`src/rtl/bcd_seq_conv.sv`:
```
// bcd_seq_conv
//   Sequential binary-to-BCD converter (shift-and-add-3 / double dabble)
//   feeding the seven-segment scan driver. One operand bit per cycle,
//   32 cycles per conversion, result registered on completion.
//
// Configuration macro:
//   BCD_SIGNED_EN  defined   -> input_data is two's complement; the magnitude
//                               is converted and neg_out carries the sign.
//                  undefined -> input_data is unsigned; neg_out stays 0.
//
// Ports:
//   sys_clk     in   clock, rising edge
//   sys_rst_n   in   asynchronous reset, active HIGH despite the name
//   input_data  in   [IN_W-1:0] operand, sampled on an accepted start
//   start       in   conversion request, accepted only while !busy
//   busy        out  conversion in progress
//   done        out  one-cycle completion pulse
//   bcd_out     out  [DIGITS*4-1:0] BCD result, [3:0] = units digit
//   neg_out     out  operand was negative
//   num_digits  out  [3:0] significant digit count, 1..10
//   ovf4        out  magnitude does not fit in 4 display digits
module bcd_seq_conv #(
  parameter int IN_W   = 32,
  parameter int DIGITS = 10
) (
  input  logic                  sys_clk,
  input  logic                  sys_rst_n,
  input  logic [IN_W-1:0]       input_data,
  input  logic                  start,
  output logic                  busy,
  output logic                  done,
  output logic [DIGITS*4-1:0]   bcd_out,
  output logic                  neg_out,
  output logic [3:0]            num_digits,
  output logic                  ovf4
);

  localparam logic [0:0] IDLE  = 1'b0;
  localparam logic [0:0] SHIFT = 1'b1;

  logic [0:0]              state;
  logic [IN_W-1:0]         sreg;
  logic [4:0]              cnt;
  logic                    sign_q;
  logic [DIGITS-1:0][3:0]  acc;
  logic [DIGITS-1:0][3:0]  acc_corr;
  logic [DIGITS*4-1:0]     corr_flat;
  logic [DIGITS*4-1:0]     acc_nxt;
  logic [3:0]              nd_nxt;
  logic                    ovf_nxt;
  logic [IN_W-1:0]         mag;
  logic                    sign_in;

  // Operand conditioning: magnitude and sign captured on start.
`ifdef BCD_SIGNED_EN
  assign sign_in = input_data[IN_W-1];
  // -2^31 negates to itself, which read as unsigned is the right magnitude.
  assign mag     = input_data[IN_W-1] ? (~input_data) + IN_W'(1) : input_data;
`else
  assign sign_in = 1'b0;
  assign mag     = input_data;
`endif

  // Per-digit add-3 correction ahead of the shift.
  for (genvar g = 0; g < DIGITS; g++) begin : g_dig
    assign acc_corr[g] = (acc[g] >= 4'd5) ? acc[g] + 4'd3 : acc[g];
  end

  assign corr_flat = acc_corr;
  assign acc_nxt   = {corr_flat[DIGITS*4-2:0], sreg[IN_W-1]};

  // Result qualifiers are derived from the value being loaded on the last
  // shift so bcd_out, num_digits and ovf4 always update together.
  always_comb begin
    nd_nxt = 4'd1;
    for (int i = 0; i < DIGITS; i++)
      if (acc_nxt[i*4 +: 4] != 4'd0) nd_nxt = 4'(i + 1);
  end

  assign ovf_nxt = |acc_nxt[DIGITS*4-1:16];
  assign busy    = (state == SHIFT);

  always_ff @(posedge sys_clk or posedge sys_rst_n) begin
    if (sys_rst_n) begin
      state      <= IDLE;
      sreg       <= '0;
      cnt        <= '0;
      sign_q     <= 1'b0;
      acc        <= '0;
      done       <= 1'b0;
      bcd_out    <= '0;
      neg_out    <= 1'b0;
      num_digits <= 4'd1;
      ovf4       <= 1'b0;
    end else begin
      done <= 1'b0;
      case (state)
        IDLE: begin
          if (start) begin
            sreg   <= mag;
            sign_q <= sign_in;
            acc    <= '0;
            cnt    <= '0;
            state  <= SHIFT;
          end
        end
        default: begin
          acc  <= acc_nxt;
          sreg <= {sreg[IN_W-2:0], 1'b0};
          cnt  <= cnt + 5'd1;
          if (cnt == 5'd31) begin
            bcd_out    <= acc_nxt;
            neg_out    <= sign_q;
            num_digits <= nd_nxt;
            ovf4       <= ovf_nxt;
            done       <= 1'b1;
            state      <= IDLE;
          end
        end
      endcase
    end
  end

endmodule

```
`config.mk`:
```
export PLATFORM = sky130hd
export DESIGN_NAME = bcd_seq_conv
export DESIGN_NICKNAME = d
export VERILOG_FILES = /design/src/rtl/bcd_seq_conv.sv
export SDC_FILE = /design/constraint.sdc
export NUM_CORES = 1
export LEC_CHECK = 0
export ABC_AREA = 1
export CORE_MARGIN = 5
export CORE_UTILIZATION = 40
export CTS_CLUSTER_DIAMETER = 60
export CTS_CLUSTER_SIZE = 16
export DETAILED_ROUTE_END_ITERATION = 10
export SYNTH_ARGS = -nofsm -noshare
export SYNTH_HDL_FRONTEND = slang
export SYNTH_SLANG_ARGS = --single-unit
```
`constraint.sdc`:
```
create_clock -name sys_clk -period 4.2 [get_ports sys_clk]
set_input_delay 0.42 -clock sys_clk [delete_from_list [all_inputs] [get_ports sys_clk]]
set_output_delay 0.42 -clock sys_clk [all_outputs]
set_load 0.02 [all_outputs]
```
* Word-level counts from Yosys, hierarchy flattened
Cells that the tools add are included.
Word-level totals: register bits after elaboration 124, output and inout bits 48, word-level logic and storage cells 81
Cells by class: $add $sub $neg 11, order comparisons 10, equal/unequal tests 1, mux-type cells 30, reductions and logical operators 12
Operators with widths (count):
- 40-bit 2-to-1 mux | 2
- 32-bit 2-to-1 mux | 2
- 4-bit 2-to-1 mux | 16
- 4-bit by 3-bit >= comparator with 1-bit output, second input constant | 10
- 4-bit by 2-bit adder with 4-bit output, second input constant | 9
- 4-bit nonzero test | 9
- 24-bit OR reduction | 1
- 5-bit 2-to-1 mux | 2
- 5-bit by 1-bit adder with 5-bit output, second input constant | 1
- 5-bit == test, second input constant | 1
- 1-bit 2-to-1 mux | 5
- 2-bit 2-to-1 mux | 2
- 3-bit by 2-bit adder with 3-bit output, second input constant | 1
- 3-bit 2-to-1 mux | 1
- 2-bit AND reduction | 1
- 2-bit nonzero test | 1

* Logic depth before layout (Yosys ltp)
depth in word-level cells 12, depth in mapped cells 18, gate-level depth less buffers 18

* Worst setup path before layout
No wires, ideal clock.
path kind register to register, start point reg cnt[0], end point reg bcd_out[0], arrival 1.661 ns, data required time 4.067 ns, path slack 2.406 ns, stages on the path, launching flop included 8, path buffers 2, clock period less this slack 1.794 ns, cells stage by stage dfrtp_1 -> ha_1 -> and3_1 -> ha_1 -> nand2_1 -> clkbuf_1 -> clkbuf_1 -> o21ai_0
Between the ends: word-level cells in the longest chain between the ends 2
RTL lines:
- start, declared | RTL line 43 | logic [4:0] cnt;
- start signal, assigned | RTL line 110 | cnt <= cnt + 5'd1;
- 5-bit == test | RTL line 111 | if (cnt == 5'd31) begin
- 2-bit AND reduction (no line)
- end signal, assigned | RTL line 112 | bcd_out <= acc_nxt;
- end, declared | RTL line 32 | output logic [DIGITS*4-1:0] bcd_out,
No other way between the ends. A chain may end at the register's enable or synchronous reset.

* Worst setup path after layout
start point reg cnt[0], end point reg num_digits[2]
Between the ends: word-level cells in the longest chain between the ends 2
RTL lines:
- 5-bit == test | RTL line 111
- 2-bit AND reduction (no line)
- end signal, assigned | RTL line 114 | num_digits <= nd_nxt;
- end, declared | RTL line 34 | output logic [3:0] num_digits,
No other way between the ends.

==> results.md <==
* Endpoints failing setup at 0
* Vias per cell at between 5 and 6
* Slew HR at about two fifths
* Post-Syn Area at between 0.005 and 0.006 sq mm
* Sinks on Clock Net at approximately 120
* Starting Density at 40.4%
* Final wirelength at 13,100 um
* H-tree depth reported by CTS at 4
* CP max FO at 48
* # fillers at 1,314
* Clock power frac at a little under a quarter
* Gpl congestion at about 0.8
* Reg2reg setup slack at between 1.5 and 2 ns
* Hold path start: bcd_out[16]
* Max VDD drop at 0.000311 V
* Die Y at about 130 um
* Switch Pwr at about 2.4 mW
* Seq/Total Area, Yosys at a little over half
* Total track usage at between 10% and 20%
* Share of Yosys cell area claimed by the top area cell type at 53.0%
* Synth area leader: dfrtp_1
* Main synth FF type: dfrtp_1
* Vias at around 4,800
* DRT antenna net count at 0
* First-pass GRT wire length at approximately 22,000 um
* Crit path required time at about 4.5 ns
* PostCTS Resize Cnt at 0
* Max frequency at between 400 and 500 MHz
* Tmin final at 2.39 ns
* Total CTS buffers at 17
* Post-Syn Area per Cell at approximately 8.6 sq um
* Synth area leaders: dfrtp_1, nand2_1, o21ai_0, ha_1, inv_1
* Post-route DRC at 0
* Core ar. at between 0.01 and 0.015 sq mm
* DP HPWL at around 8900 um
* Util after Layout at between 50% and 60%
* Die Area at 0.0170 sq mm
* I/O Buffers at a little over 80
* Sequential power share at 33.3%
* I/O Pins at 83
* Fin. Hold Viols at 0
* Nets at around 810
* Grt total ovfl at 0
* Clk Latency, worst-skew pair at 0.41 ns
* FF+latch count, synth at between 100 and 150
* Clock tree buffer depth at 2
* Area delta synth->final at 27.1%
* Number of inserted diodes at 0
* Status: completed
* Setup crit end kind: flop
* Clock root cell: clkbuf_16
* Worst slew pin tran at around 0.93 ns
* Max Clock Skew at 0.00440 ns
* Max capacitance violation total at 0
* Crit path kind: flop to flop
* RSZ-0062 raised after global routing: no
* # rows at between 40 and 50
* Post-CTS Hold Fix Bufs at 0
* Vias in the first global route at 4,793
* Final period util at between 50% and 60%
* EDFF count, synth at 0
* Crit start category: flop
* TritonCTS clock tree: done
* Yosys cell types at 31
* Initial antenna violation count at 0
* PwrDens at 829 mW/mm^2
* Internal Power at 3.69 mW
* YS warnings at 0
* Asr flop ratio synth at 100%
* Hold Path Class: flop to flop
* Syn_nets at 736
* Setup slack at placement at around 1.8 ns
* Comb pwr share at 43.1%
* Switch share at between 30% and 40%
* Fin. max-slew vios at 0
* Cells after Synth at 679
* Critical Path Start: cnt[0]
* Final TNS setup at 0 ns
* Pin count of the biggest net entering global routing at 73
* Die Width at between 100 and 150 um
* Reg clk slew, reported paths at 0.05 ns
* R2R Path Start: cnt[0]
* Layout cells sized above 1 at about 6.5%
* Worst Path Arrival at around 2.7 ns
* Post-placement cell count at just over 900
* Starting DRT DRC Count at between 300 and 400
* Drt pass-1 iters at 7
* Drt wl/cell at 13.8 um
* Final std cells w/o fill at between 900 and 1,000
* # Post-CTS Setup Buffers at 0
* Post-route worst setup slack at roughly 1.8 ns
* P_leak at about 3.6 nW
==> state kept, by name, indices dropped and copies added (netlist names) <==
register,flops
acc,40
bcd_out,40
sreg,32
cnt,5
num_digits,4
busy,1
done,1
ovf4,1
==> metal layers <==
| metal | GRT usage [%] | share of wire [%] | up-vias |
|---|---|---|---|
| met1 | 20.2 | 45 | 2288 |
| met4 | 6.72 | 1.8 | 0 |
| li1 | - | - | 2378 |
| met2 | 26.5 | 47 | 143 |
| met3 | 4.76 | 5.6 | 23 |
| met5 | 0 | 0 | - |
==> worst max-delay path: stages (launching register included) <==
cell     delay, ns
dfrtp_1       0.40
ha_1          0.22
and3_1        0.19
ha_1          0.19
nand2_2       0.55
buf_4         0.43
nor2_1        0.14
nand3_1       0.10
nand2_1       0.05
==> path summary, 6_finish.rpt <==
check                      cells after the start             to
max                                            8  num_digits[2]
min                                            2    bcd_out[16]
max reg2reg                                    8  num_digits[2]
min reg2reg                                    2    bcd_out[16]
max in group asynchronous                      3  num_digits[0]
min in group asynchronous                      2        sreg[4]
==> cells in the final DEF (no fill, tap or decap), drive strengths merged, types with 8 or more instances in the layout <==
cell             n
nand2          225
dfrtp          123
clkdlybuf4s50   81
o21ai           69
inv             68
nand3           46
o22ai           39
clkbuf          25
ha              22
nor2            20
xor2            13
nand4            8
==> synthesized netlist by cell type, drive strengths merged (2+ instances only) <==
master and n:
a22o 3, o21ai 69, nand4 8, o211ai 2, ha 22, nand3 46
nor2 20, dfrtp 123, o22ai 39, a21oi 3, xor2 13, nand2 225
and2 4, clkbuf 26, inv 68, buf 2
==> power by group through the flow <==
stage / sequential (mW) / clock, mW / combinational, mW
6_report: 2.04 / 1.45 / 2.64
5_1_grt: 2.10 / 1.54 / 2.98
4_1_cts: 2.04 / 1.48 / 2.65
3_5_place_dp: 2.05 / 0 / 2.64
3_3_place_gp: 2.03 / 0 / 2.55
2_1_floorplan: 2.19 / 0 / 1.60
==> logic make-up after synthesis <==
family / after synthesis / share of synthesized area, %
AND/OR/NAND/NOR: 305 / 21.9
adder cells (fa/ha/maj): 22 / 4.74
flip-flops: 124 / 53.4
buffers and inverters: 96 / 6.29
AO/OA/AOI/OAI: 117 / 11.4
other: 1 / 0.0645
XOR/XNOR: 14 / 2.24
==> metrics by stage <==
step	hold slack, ns	total power [mW]	cell area [sq um]
after detailed placement	0.474	4.69	6800
after global routing	0.497	6.61	7390
after floorplan	0.451	3.79	5810
after global placement	0.467	4.58	6800
after CTS	0.488	6.17	7390
final	0.477	6.13	7390
==> area by class of cell <==
type / instances / area (sq um) / share of cell area, %
Clock buffer: 25 / 505 / 6.84
Timing Repair Buffer: 86 / 861 / 11.7
Tap cell: 184 / 230 / 3.12
Inverter: 68 / 258 / 3.49
Multi-Input combinational cell: 459 / 2340 / 31.7
Sequential cell: 124 / 3100 / 42.0
Clock inverter: 7 / 85.1 / 1.15
(Power assumes the default switching activity.)
